[config.mk]
export PLATFORM = sky130hd
export DESIGN_NAME = wd_bus_sequencer_flat
export DESIGN_NICKNAME = d
export VERILOG_FILES = /design/src/rtl/wd_bus_sequencer_pkg.sv /design/src/rtl/wd_bus_sequencer_if.sv /design/src/rtl/wd_bus_sequencer_auto_timer.sv /design/src/rtl/wd_bus_sequencer.sv /design/src/flat_wrapper.sv
export SDC_FILE = /design/constraint.sdc
export NUM_CORES = 1
export LEC_CHECK = 0
export CORE_MARGIN = 2
export CORE_UTILIZATION = 57
export DETAILED_ROUTE_END_ITERATION = 8
export MAX_ROUTING_LAYER = met4
export PLACE_DENSITY_LB_ADDON = 0.1
export SLEW_MARGIN = 5
export SYNTH_ARGS = -nofsm -noshare
export SYNTH_HDL_FRONTEND = slang
export SYNTH_SLANG_ARGS = --single-unit
[constraint.sdc]
create_clock -name CLK -period 4.42 [get_ports CLK]
set_clock_uncertainty 0.1 [all_clocks]
set_input_delay 0.884 -clock CLK [delete_from_list [all_inputs] [get_ports CLK]]
set_output_delay 0.884 -clock CLK [all_outputs]
set_load 0.02 [all_outputs]
[src/rtl/wd_bus_sequencer_pkg.sv]
// wd_pkg: shared constants, address codes, idle bus values and FSM state type
// for the watchdog bus sequencer.
package wd_pkg;
    localparam logic [7:0] UNLOCK_A   = 8'hAA;
    localparam logic [7:0] UNLOCK_B   = 8'h55;
    localparam logic [1:0] ADDR_FRAME = 2'b00;
    localparam logic [1:0] ADDR_SVC   = 2'b01;
    localparam logic [1:0] ADDR_INIT  = 2'b10;
    localparam logic [1:0] ADDR_LIMIT = 2'b11;
    localparam logic [1:0] ABUS_IDLE  = ADDR_INIT;
    localparam logic [7:0] DBUS_IDLE  = 8'h00;
    typedef enum logic [2:0] {S_IDLE, S_UNLK_A, S_GAP, S_UNLK_B, S_WRITE} state_t;
endpackage

[src/rtl/wd_bus_sequencer_if.sv]
// wd_bus_sequencer_if: watchdog write port.
//   ABUS   2-bit address bus, driven by the sequencer (master)
//   DBUS   8-bit data bus, driven by the sequencer (master)
//   WDFAIL fail flag, driven by the watchdog (slave)
interface wd_bus_sequencer_if;
    logic [1:0] ABUS;
    logic [7:0] DBUS;
    logic       WDFAIL;
    modport master (output ABUS, output DBUS, input WDFAIL);
    modport slave  (input ABUS, input DBUS, output WDFAIL);
endinterface

[src/rtl/wd_bus_sequencer_auto_timer.sv]
// wd_auto_timer: auto-service down-counter that flags when a kick is due.
//   CLK/RST  clock, asynchronous active-low reset
//   en       timer enable
//   period   interval in cycles, 0 disables
//   reload   restart the interval (transaction completion)
//   expire   high while the count sits at 1 (one cycle per interval)
module wd_auto_timer #(
    parameter int unsigned PERIOD_W = 16
) (
    input  logic                CLK,
    input  logic                RST,
    input  logic                en,
    input  logic [PERIOD_W-1:0] period,
    input  logic                reload,
    output logic                expire
);
    logic [PERIOD_W-1:0] cnt;
    logic                active;
    assign active = en && (period != '0);
    // Expiry is decided from the count alone, so a coincident reload cannot mask it.
    assign expire = active && (cnt == PERIOD_W'(1));
    always_ff @(posedge CLK or negedge RST) begin
        if (!RST) cnt <= '0;
        else cnt <= (!active || reload || cnt <= PERIOD_W'(1)) ? period : cnt - PERIOD_W'(1);
    end
endmodule

[src/rtl/wd_bus_sequencer.sv]
// wd_bus_sequencer: sole master of the watchdog write bus; serialises config
// loads and service kicks into the unlock + 4-beat write-window protocol.
//   CLK/RST      clock, asynchronous active-low reset
//   CFG_START    config load request; CFG_FRAME/SVC/LIMIT values to load
//   KICK_REQ     manual service request
//   AUTO_EN      auto-service enable; AUTO_PERIOD interval (0 = off)
//   bus          ABUS/DBUS out, WDFAIL in
//   BUSY         transaction in progress
//   CFG_DONE     config transaction complete pulse
//   KICK_DONE    kick transaction complete pulse
//   FAIL_SEEN    sticky WDFAIL, cleared when a config is accepted
module wd_bus_sequencer
    import wd_pkg::*;
#(
    parameter int unsigned UNLOCK_GAP = 2,
    parameter logic [7:0]  KICK_CODE  = 8'h08,
    parameter int unsigned PERIOD_W   = 16
) (
    input  logic                 CLK,
    input  logic                 RST,
    input  logic                 CFG_START,
    input  logic [7:0]           CFG_FRAME,
    input  logic [7:0]           CFG_SVC,
    input  logic [7:0]           CFG_LIMIT,
    input  logic                 KICK_REQ,
    input  logic                 AUTO_EN,
    input  logic [PERIOD_W-1:0]  AUTO_PERIOD,
    wd_bus_sequencer_if.master   bus,
    output logic                 BUSY,
    output logic                 CFG_DONE,
    output logic                 KICK_DONE,
    output logic                 FAIL_SEEN
);
    localparam logic [3:0] GAP_LAST = 4'(UNLOCK_GAP == 0 ? 0 : UNLOCK_GAP - 1);
    state_t     state;
    logic [3:0] gap_cnt;
    logic [1:0] beat, nb;
    logic       is_cfg, cfg_pend, kick_pend;
    logic [7:0] frame_q, svc_q, limit_q;
    logic [1:0] abus;
    logic [7:0] dbus;
    logic       acc, acc_cfg, completing, expire;
    logic [1:0] wr_abus;
    logic [7:0] wr_dbus;
    assign bus.ABUS = abus;
    assign bus.DBUS = dbus;
    assign acc        = (state == S_IDLE) && (cfg_pend || kick_pend);
    assign acc_cfg    = acc && cfg_pend;
    assign completing = (state == S_WRITE) && (beat == 2'd3);
    // Bus value for the write beat that the next edge will present.
    always_comb begin
        nb = (state == S_WRITE) ? beat + 2'd1 : 2'd0;
        wr_abus = !is_cfg ? ADDR_INIT :
                  nb == 2'd0 ? ADDR_FRAME : nb == 2'd1 ? ADDR_SVC :
                  nb == 2'd2 ? ADDR_LIMIT : ADDR_INIT;
        wr_dbus = !is_cfg ? (nb == 2'd0 ? KICK_CODE : 8'h00) :
                  nb == 2'd0 ? frame_q : nb == 2'd1 ? svc_q :
                  nb == 2'd2 ? limit_q : 8'h00;
    end
    // Reload on the completion edge itself so the next interval starts with the idle cycle.
    wd_auto_timer #(.PERIOD_W(PERIOD_W)) u_timer (
        .CLK    (CLK),
        .RST    (RST),
        .en     (AUTO_EN),
        .period (AUTO_PERIOD),
        .reload (completing),
        .expire (expire)
    );
    always_ff @(posedge CLK or negedge RST) begin
        if (!RST) begin
            state     <= S_IDLE;
            gap_cnt   <= '0;
            beat      <= '0;
            is_cfg    <= 1'b0;
            cfg_pend  <= 1'b0;
            kick_pend <= 1'b0;
            frame_q   <= '0;
            svc_q     <= '0;
            limit_q   <= '0;
            abus      <= ABUS_IDLE;
            dbus      <= DBUS_IDLE;
            BUSY      <= 1'b0;
            CFG_DONE  <= 1'b0;
            KICK_DONE <= 1'b0;
            FAIL_SEEN <= 1'b0;
        end else begin
            // New requests win over the clear so a request at acceptance is not lost.
            cfg_pend  <= CFG_START | (cfg_pend & ~acc_cfg);
            kick_pend <= KICK_REQ | expire | (kick_pend & ~(acc & ~cfg_pend));
            FAIL_SEEN <= bus.WDFAIL | (FAIL_SEEN & ~acc_cfg);
            CFG_DONE  <= 1'b0;
            KICK_DONE <= 1'b0;
            case (state)
                S_IDLE: if (acc) begin
                    state  <= S_UNLK_A;
                    is_cfg <= cfg_pend;
                    abus   <= ADDR_FRAME;
                    dbus   <= UNLOCK_A;
                    BUSY   <= 1'b1;
                    if (cfg_pend) begin
                        frame_q <= CFG_FRAME;
                        svc_q   <= CFG_SVC;
                        limit_q <= CFG_LIMIT;
                    end
                end
                S_UNLK_A: begin
                    gap_cnt <= '0;
                    state   <= (UNLOCK_GAP == 0) ? S_UNLK_B : S_GAP;
                    dbus    <= (UNLOCK_GAP == 0) ? UNLOCK_B : 8'h00;
                end
                S_GAP: if (gap_cnt == GAP_LAST) begin
                    state <= S_UNLK_B;
                    dbus  <= UNLOCK_B;
                end else begin
                    gap_cnt <= gap_cnt + 4'd1;
                end
                S_UNLK_B: begin
                    state <= S_WRITE;
                    beat  <= 2'd0;
                    abus  <= wr_abus;
                    dbus  <= wr_dbus;
                end
                S_WRITE: begin
                    beat <= nb;
                    abus <= completing ? ABUS_IDLE : wr_abus;
                    dbus <= completing ? DBUS_IDLE : wr_dbus;
                    if (completing) begin
                        state     <= S_IDLE;
                        BUSY      <= 1'b0;
                        CFG_DONE  <= is_cfg;
                        KICK_DONE <= !is_cfg;
                    end
                end
                default: state <= S_IDLE;
            endcase
        end
    end
endmodule

[src/flat_wrapper.sv]
// flat-port wrapper written by rule: the top's interface ports become plain ports
module wd_bus_sequencer_flat import wd_pkg::*;
#(
    parameter int unsigned UNLOCK_GAP = 2,
    parameter logic [7:0]  KICK_CODE  = 8'h08,
    parameter int unsigned PERIOD_W   = 16
)
  (CLK, RST, CFG_START, CFG_FRAME, CFG_SVC, CFG_LIMIT, KICK_REQ, AUTO_EN, AUTO_PERIOD, BUSY, CFG_DONE, KICK_DONE, FAIL_SEEN, bus_ABUS, bus_DBUS, bus_WDFAIL);
  wd_bus_sequencer_if bus_i ();
  input  logic CLK;
  input  logic RST;
  input  logic CFG_START;
  input  logic [7:0] CFG_FRAME;
  input  logic [7:0] CFG_SVC;
  input  logic [7:0] CFG_LIMIT;
  input  logic KICK_REQ;
  input  logic AUTO_EN;
  input  logic [PERIOD_W-1:0] AUTO_PERIOD;
  output logic BUSY;
  output logic CFG_DONE;
  output logic KICK_DONE;
  output logic FAIL_SEEN;
  output wire logic [$bits(bus_i.ABUS)-1:0] bus_ABUS;
  output wire logic [$bits(bus_i.DBUS)-1:0] bus_DBUS;
  input wire logic [$bits(bus_i.WDFAIL)-1:0] bus_WDFAIL;
  assign bus_ABUS = bus_i.ABUS;
  assign bus_DBUS = bus_i.DBUS;
  assign bus_i.WDFAIL = bus_WDFAIL;
  wd_bus_sequencer #(.UNLOCK_GAP(UNLOCK_GAP), .KICK_CODE(KICK_CODE), .PERIOD_W(PERIOD_W)) u_core (.CLK(CLK), .RST(RST), .CFG_START(CFG_START), .CFG_FRAME(CFG_FRAME), .CFG_SVC(CFG_SVC), .CFG_LIMIT(CFG_LIMIT), .KICK_REQ(KICK_REQ), .AUTO_EN(AUTO_EN), .AUTO_PERIOD(AUTO_PERIOD), .bus(bus_i), .BUSY(BUSY), .CFG_DONE(CFG_DONE), .KICK_DONE(KICK_DONE), .FAIL_SEEN(FAIL_SEEN));
endmodule
# [Yosys cells after proc, flatten, opt, wreduce, memory -nomap -nowiden]
# Index checks and enable logic that the tools add are counted.
[op_classes] n_addsub=3 mul=0 n_div=0 order_cmp=1 n_eq_ne=13 n_shift=0 mux=32 bitwise=11 reduce_logical=25
[op_table] op="$mux 8" count=7
[op_table] op="$pmux 8 s5" count=1
[op_table] op="$eq 16x1->1 const B" count=1
[op_table] op="$le 16x1->1 const B" count=1
[op_table] op="$mux 16" count=1
[op_table] op="$reduce_bool 16->1" count=1
[op_table] op="$sub 16x1->16 const B" count=1
[op_table] op="$pmux 3 s5" count=1
[op_table] op="$mux 2" count=6
[op_table] op="$reduce_and 3->1" count=4
[op_table] op="$mux 3" count=3
[op_table] op="$mux 4" count=2
[op_table] op="$pmux 4 s2" count=1
[op_table] op="$mux 1" count=7
[op_table] op="$eq 3x2->1 const B" count=2
[op_table] op="$ne 2x1->1 const B" count=3
[op_table] op="$pmux 2 s3" count=1
[op_table] op="$reduce_and 2->1" count=3
[op_table] op="$reduce_bool 2->1" count=3
[op_table] op="$logic_and 1x1->1" count=5
[op_table] op="$reduce_bool 5->1" count=1
[op_table] op="$add 4x1->4 const B" count=1
[op_table] op="$and 1x1->1" count=4
[op_table] op="$eq 2x2->1 const B" count=2
[op_table] op="15 further kinds" count=23
[word_totals] reg_bits=66 latchBits=0 ram_bits=0 romBits=0 input_bits=46 out_inout_bits=14 mem_count=0

# [Longest topological paths before layout]
# Gate-level depths: netlist (run 1).
[logic_depth] depth_word=9 mapped_depth=11 depth_no_buf=8

# [Modules after synthesis]
# A second synthesis (run 1) with hierarchy kept.
[unflattened] hier_cells=321 area_unflattened_um2=3512.1
[by_module_without_submodules] module="wd_bus_sequencer" instances=1 cells_per_inst=235 area_per_inst_um2=2481.1
[by_module_without_submodules] module="wd_auto_timer" instances=1 cells_per_inst=86 area_per_inst_um2=1031.0

# [Worst setup path after synthesis (run 1)]
# OpenSTA, ideal clock, no wires.
[synth_timing] kind="register to register" from="register u_core.beat[0]" to="register u_core.dbus[0] (netlist: u_core.bus.DBUS[0])" setup_time_ns=0.121 t_arrival_ns=2.269 t_required_ns=4.199 path_slack_ns=1.930 stages_incl_launch_ff=10 cell_sequence="dfrtp_1 ha_1 clkbuf_1 clkbuf_1 nand2_1 ha_1 clkbuf_1 nor4_1 nor4_1 o22a_1"
[synth_via] elab_chain_len=9 word_cells_on_any_way=13 cone_classes="1 x add/sub; 3 x eq/ne; 7 x mux; 2 x reduce/logical"
[synth_rtl] item="start, declared" line="wd_bus_sequencer.sv:37" source="logic [1:0] beat, nb;"
[synth_rtl] item="start signal, assigned" line="wd_bus_sequencer.sv:124" source="beat <= nb;"
[synth_rtl] item="$add 2x1->2" line="wd_bus_sequencer.sv:52" source="nb = (state == S_WRITE) ? beat + 2'd1 : 2'd0;"
[synth_rtl] item="$mux 2" line="wd_bus_sequencer.sv:52"
[synth_rtl] item="$eq 2x2->1" line="wd_bus_sequencer.sv:58" source="nb == 2'd2 ? limit_q : 8'h00;"
[synth_rtl] item="$mux 8" line="wd_bus_sequencer.sv:58"
[synth_rtl] item="$mux 8 (2 in a row)" line="wd_bus_sequencer.sv:57" source="nb == 2'd0 ? frame_q : nb == 2'd1 ? svc_q :"
[synth_rtl] item="$mux 8" line="wd_bus_sequencer.sv:56" source="wr_dbus = !is_cfg ? (nb == 2'd0 ? KICK_CODE : 8'h00) :"
[synth_rtl] item="$mux 8" line="wd_bus_sequencer.sv:126" source="dbus <= completing ? DBUS_IDLE : wr_dbus;"
[synth_rtl] item="$pmux 8 s5 *" line="wd_bus_sequencer.sv:93" source="case (state)"
[synth_rtl] item="end signal, assigned" line="wd_bus_sequencer.sv:109" source="dbus <= (UNLOCK_GAP == 0) ? UNLOCK_B : 8'h00;"
[synth_rtl] item="end signal, assigned" line="wd_bus_sequencer.sv:121" source="dbus <= wr_dbus;"
[synth_rtl] item="end signal, assigned" line="wd_bus_sequencer.sv:126"
[synth_rtl] item="end, declared" line="wd_bus_sequencer.sv:41" source="logic [7:0] dbus;"
# Every way passes the cells marked *; elsewhere a longest branch is shown, timed or not.
# A chain may end at the register's enable or synchronous reset.

# [Final worst setup path (run 1)]
[layout_timing] from="register u_core.state[2]" to="register u_core.abus[1] (netlist: u_core.bus.ABUS[1])"
[layout_via] elab_chain_len=8 word_cells_on_any_way=16 cone_classes="4 x eq/ne; 6 x mux; 6 x reduce/logical"
[layout_rtl] item="start, declared" line="wd_bus_sequencer.sv:35" source="state_t state;"
[layout_rtl] item="start signal, assigned" line="wd_bus_sequencer.sv:108" source="state <= (UNLOCK_GAP == 0) ? S_UNLK_B : S_GAP;"
[layout_rtl] item="$eq 3x3->1" line="wd_bus_sequencer.sv:49, wd_bus_sequencer.sv:52, wd_bus_sequencer.sv:93"
[layout_rtl] item="$mux 2" line="wd_bus_sequencer.sv:52"
[layout_rtl] item="$eq 2x1->1" line="wd_bus_sequencer.sv:54" source="nb == 2'd0 ? ADDR_FRAME : nb == 2'd1 ? ADDR_SVC :"
[layout_rtl] item="$mux 2 (2 in a row)" line="wd_bus_sequencer.sv:54"
[layout_rtl] item="$mux 2" line="wd_bus_sequencer.sv:53" source="wr_abus = !is_cfg ? ADDR_INIT :"
[layout_rtl] item="$mux 2" line="wd_bus_sequencer.sv:125" source="abus <= completing ? ABUS_IDLE : wr_abus;"
[layout_rtl] item="$pmux 2 s3" line="wd_bus_sequencer.sv:93"
[layout_rtl] item="end signal, assigned" line="wd_bus_sequencer.sv:120" source="abus <= wr_abus;"
[layout_rtl] item="end signal, assigned" line="wd_bus_sequencer.sv:125"
[layout_rtl] item="end, declared" line="wd_bus_sequencer.sv:40" source="logic [1:0] abus;"
# Several ways; a longest one is shown, not always the timed one.

==> impl_metrics.toml, run 1 <==
[worst_setup_path]
cp_max_fo = 23
r2r-start = "u_core.state[2]$_DFFE_PN0P_"
critPathCapture = "u_core.bus.ABUS[1]$_DFFE_PN1P_"
criticalPathCategory = "reg -> reg"
worstReg2RegEnd = "u_core.bus.ABUS[1]$_DFFE_PN1P_"
start_kind = "flop"
rrSetupSlack_ns = 1.33
crit_path_end_kind = "flop"
startpoint = "u_core.state[2]$_DFFE_PN0P_"
cp.required_ns = 4.61
arrival_ns = 3.28
reg2regPathDepth = 5

[timing]
period_share = 0.6996
setup_total_negative_slack_ns = 0
max_freq_ghz = 0.3234
finalCriticalPeriod_ns = 3.092
final_hold_viol_count = 0
setup_ws_ns = 1.328
grt_setup_unrepaired = "false"
worst_pin_slew_ns = 1.147
relSlewSlack = 0.2351
timing.hold.ws_ns = 0.3782
setup_viol = 0
drv_slew = 0

[route]
vias_per_cell = 5.896
drc = 0
postRouteAntennaNets = 0
wl_per_cell_um = 17.04
wl_um = 7566
first_pass_iters = 4
vias = 2618
drt_iter0_drc = 144

[yosys]
netlist_area_mm2 = 0.003467
synth_ff_type = "dfrtp_1"
synth_nets = 365
synth-seq-area-share = 0.4767
synthArstFlopShare = 1.000
synth_cells = 312
synth_enable_flop_cells = 0
ys_warn_count = 0
synth_most_common_cell = "dfrtp_1"
synth.top_cell.area_share = 0.4691
synth_common_cells = "dfrtp_1, mux2_2, nand2_1, nor4_1, a21oi_1"
synth_seq_cells = 66
synth.distinct_cells = 53
syn_area_per_cell_um2 = 11.11
synth_area_leaders = "dfrtp_1, mux2_2, mux2_4, nor4_1, xnor2_1"
synth_top_area_cell = "dfrtp_1"

[worst_hold_path]
hp-class = "reg -> reg"
holdCritStartpoint = "u_core.FAIL_SEEN$_DFF_PN0_"

[pwr]
ir_drop_mv = 0.3563
power_density_mw_per_mm2 = 609.4
p_leak_nw = 1.770

[finish]
layout-drive-gt1-share = 0.1626
syn2layout_area_growth_pct = 23.60
n_antenna_cell = 0
final_nets = 419

[floorplan]
fp.dieArea_mm2 = 0.006722
coreArea_mm2 = 0.005886
die_x_um = 81.99
initial_core_util = 0.5891
rows = 28
die_h_um = 81.99
ios = 60

[place]
gp_congestion = 0.8426
hpwl_um = 5168
port_buffers = 59
preCtsSetupSlack_ns = 1.344

[global_route]
grt_max_degree = 44
antenna_found_initial = 0
grt_usage = 0.2573
gr-total-overflow = 0
grt_pass1_vias = 2559
grt_pass1_wl_um = 12320

[outcome]
outcome = "finished, final reports clean"

[clocking]
numCtsBuffers = 9
postCtsSetupRepairBufs = 0
cts-root-buf = "clkbuf_8"
path_clk_slew_ns = 0.07
htreeDepth = 3
clk_latency_ns = 0.34
clockBufferDepth = 2
ctsHoldBuffers = 0
numClockSinks = 66
cts_tree = "yes"
post_cts_resized = 0

[flow_run]
cap_viol_max_count = 0
[routing by layer]
metal  vias up  part of all wire  routed length [um]  track usage
li1       1246                 -                   -            -
met4         0             0.013                 102      0.09500
met3         7             0.047                 354      0.05385
met1      1290              0.45                3436       0.3417
met5         -                 0                   0            -
met2        75              0.49                3671       0.3911
[flip-flops by register name, indices dropped and copies added (netlist names)]
signal and cells:
u_core.FAIL_SEEN 1, u_core.beat 2, u_core.CFG_DONE 1, u_core.svc_q 8, u_core.frame_q 8, u_core.state 3, u_core.BUSY 1, u_core.gap_cnt 4
u_core.KICK_DONE 1, u_core.is_cfg 1, u_core.cfg_pend 1, u_core.limit_q 8, u_core.bus.DBUS 8, u_core.u_timer.cnt 16, u_core.kick_pend 1, u_core.bus.ABUS 2
[power breakdown]
| part | internal [W] | switching (W) |
|---|---|---|
| Sequential | 0.000830 | 0.000211 |
| Combinational | 0.000504 | 0.000489 |
| Clock | 0.000358 | 0.000219 |
| Total | 0.00169 | 0.000920 |
[layout make-up]
cell class | count | area [um2]
Tap cell | 75 | 93.84
Sequential cell | 66 | 1653
Fill cell | 429 | 1600
Multi-Input combinational cell | 216 | 1672
Clock buffer | 12 | 165.2
Clock inverter | 2 | 60.06
Timing Repair Buffer | 60 | 593.1
Inverter | 13 | 48.80
[how the worst min path moves through the flow]
stage / slack (ns) / end / depth (start not counted)
floorplan: 0.37 / u_core.svc_q[3]$_DFFE_PN0P_ / 1
global placement: 0.36 / u_core.FAIL_SEEN$_DFF_PN0_ / 1
detailed placement: 0.37 / u_core.FAIL_SEEN$_DFF_PN0_ / 1
CTS: 0.39 / u_core.FAIL_SEEN$_DFF_PN0_ / 1
global route: 0.41 / u_core.FAIL_SEEN$_DFF_PN0_ / 1
finish: 0.38 / u_core.FAIL_SEEN$_DFF_PN0_ / 1
[cell families after synthesis]
kind of cell / count (synthesis) / synth area share
AO/OA/AOI/OAI: 58 / 0.1162
XOR/XNOR: 15 / 0.03789
adder cells (fa/ha/maj): 7 / 0.02526
buffers and inverters: 30 / 0.04114
flip-flops: 66 / 0.4767
multiplexers: 40 / 0.1389
AND/OR/NAND/NOR: 96 / 0.1638
[cells in the final DEF (no fill, tap or decap), types with 2 or more instances in the layout]
master / count
or4b_1: 2
o21bai_1: 2
dfrtp_1: 65
clkdlybuf4s50_1: 58
a2111oi_0: 2
inv_1: 13
nor2b_1: 9
or3_1: 2
nand2_1: 20
nand4_1: 4
a211oi_1: 2
nor4_1: 20
ha_1: 7
a21o_1: 2
nor3b_1: 4
mux2_2: 29
o21ai_0: 10
o22a_1: 6
nand2b_1: 3
nand3_1: 6
bufinv_16: 2
a21oi_1: 14
nor3_1: 5
xor2_1: 4
clkbuf_8: 12
nor2_1: 10
xnor2_1: 11
o21a_1: 8
o22ai_1: 2
mux2i_1: 2
mux2_4: 9
nand3b_1: 3
[per-stage QoR]
step,instances,power (W),instance area [um2],utilization
3_3_place_gp,430,0.001997,4060,0.6898
3_5_place_dp,430,0.002025,4060,0.6898
5_1_grt,444,0.002780,4285,0.7281
6_report,444,0.002612,4285,0.7281
2_1_floorplan,312,0.001723,3467,-
4_1_cts,444,0.002626,4285,0.7281
[critical path, cell delays in order, from the launching register on]
cell and delay, ns:
dfrtp_1 0.67, or4b_1 0.81, ha_1 0.57, o21bai_1 0.28, a2111oi_0 0.44, or3_1 0.17
Power figures use the tool's default switching activity.
==> run 2, diff against run 1 <==
--- a/config.mk
+++ b/config.mk
@@ -6,7 +6,7 @@
 export NUM_CORES = 1
 export LEC_CHECK = 0
 export CORE_MARGIN = 2
-export CORE_UTILIZATION = 57
+export CORE_UTILIZATION = 48
 export DETAILED_ROUTE_END_ITERATION = 8
 export MAX_ROUTING_LAYER = met4
 export PLACE_DENSITY_LB_ADDON = 0.1
==> constraint.sdc (replaced) <==
create_clock -name CLK -period 2.8 [get_ports CLK]
set_clock_uncertainty 0.1 [all_clocks]
set_input_delay 0.56 -clock CLK [delete_from_list [all_inputs] [get_ports CLK]]
set_output_delay 0.56 -clock CLK [all_outputs]
set_load 0.02 [all_outputs]
==> impl_metrics.toml, run 2 (synthesized netlist as in run 1, its figures left out) <==
[outcome]
outcome = "finished, final reports clean"

[route]
first_pass_iters = 4
drt_iter0_drc = 106
vias = 2619
drc = 0
wl_um = 7650
wl_per_cell_um = 15.84
vias_per_cell = 5.422
postRouteAntennaNets = 0

[timing]
final_hold_viol_count = 0
drv_slew = 0
max_freq_ghz = 0.4225
worst_pin_slew_ns = 0.6761
setup_total_negative_slack_ns = 0
timing.hold.ws_ns = 0.1555
finalCriticalPeriod_ns = 2.367
grt_setup_unrepaired = "false"
period_share = 0.8454
relSlewSlack = 0.5493
setup_viol = 0

[finish]
fin_area_mm2 = 0.004402
n_fill_cell = 583
layout-drive-gt1-share = 0.1964
n_antenna_cell = 0
final_util = 0.6373
largest_reg_flops = 16
final_nets = 435
top_register = "u_core.u_timer.cnt"
mostFrequentLayoutCells = "dfrtp_1, clkdlybuf4s50_1, mux2_2"
syn2layout_area_growth_pct = 26.96
final_common_cell = "dfrtp_1"

[pwr]
ir_drop_mv = 0.4631
power_density_mw_per_mm2 = 916.5
p_leak_nw = 1.836

[worst_setup_path]
cp_max_fo = 17
arrival_ns = 2.48
cp.required_ns = 2.92
crit_path_end_kind = "flop"
start_kind = "flop"
criticalPathCategory = "reg -> reg"

[place]
gp_congestion = 0.8469
hpwl_um = 5504
port_buffers = 59
dpl_cell_area_mm2 = 0.004219

[global_route]
grt_pass1_vias = 2647
gr-total-overflow = 0
antenna_found_initial = 0
grt_pass1_wl_um = 12700
grt_usage = 0.2197
grt_max_degree = 32

[floorplan]
rows = 30
fp.dieArea_mm2 = 0.007919
initial_core_util = 0.5020
ios = 60
die_h_um = 88.99
die_x_um = 88.99
coreArea_mm2 = 0.006907

[clocking]
postCtsSetupRepairBufs = 0
cts_tree = "yes"
htreeDepth = 3
clockBufferDepth = 2
clk_latency_ns = 0.34
numClockSinks = 66
post_cts_resized = 0
numCtsBuffers = 9
path_clk_slew_ns = 0.07
ctsHoldBuffers = 0
cts-root-buf = "clkbuf_8"

[flow_run]
cap_viol_max_count = 0

[worst_hold_path]
hp-class = "in -> async"
run 2: per-layer routing:
metal | vias to the layer above | track usage | wire length, um
met5 | - | - | 0
met4 | 0 | 0.08412 | 186
met3 | 16 | 0.05263 | 274
met2 | 68 | 0.3128 | 3459
met1 | 1261 | 0.3049 | 3729
li1 | 1274 | - | -
run 2: worst paths after layout:
path	startpoint	to	slack (ns)	cells past startpoint
max	u_core.state[2]$_DFFE_PN0P_	u_core.bus.DBUS[0]$_DFFE_PN0P_	0.43	7
min	RST	u_core.limit_q[3]$_DFFE_PN0P_	0.16	1
max reg2reg	u_core.state[2]$_DFFE_PN0P_	u_core.bus.DBUS[0]$_DFFE_PN0P_	0.43	7
min reg2reg	u_core.FAIL_SEEN$_DFF_PN0_	u_core.FAIL_SEEN$_DFF_PN0_	0.39	1
max in group asynchronous	RST	u_core.u_timer.cnt[10]$_DFF_PN0_	1.66	2
min in group CLK	u_core.FAIL_SEEN$_DFF_PN0_	u_core.FAIL_SEEN$_DFF_PN0_	0.39	1
run 2: cell type report:
cell class | count | area [um2] | share of cell area
clock buffer | 14 | 172.7 | 0.03923
clock inverter | 2 | 10.01 | 0.002274
inverter | 13 | 48.80 | 0.01109
multi-input combinational | 216 | 1672 | 0.3798
sequential | 66 | 1653 | 0.3755
tap | 96 | 120.1 | 0.02729
timing repair buffer | 76 | 725.7 | 0.1649
run 2: metrics by stage:
step                      total power [W]  setup WS, ns  instances
final                            0.004034        0.4329        483
after global routing             0.004319        0.2753        483
after CTS                        0.004060        0.4401        483
after detailed placement         0.003296        0.3477        467
after global placement           0.003258        0.4013        467
after floorplan                  0.002720        0.3103        312
run 2: critical path: stages (launching register included):
cell	delay, ns
dfrtp_1	0.52
or4b_1	0.54
buf_4	0.23
ha_1	0.31
a21oi_1	0.17
o21a_1	0.14
nor4_1	0.05
o22a_1	0.19
run 2: where the power goes:
group / leakage, nW / switching [W] / internal [W] / total (W)
registers: 0.783 / 0.000272 / 0.00131 / 0.00158
logic: 0.956 / 0.000831 / 0.000873 / 0.00170
clock network: 0.0965 / 0.000354 / 0.000392 / 0.000747
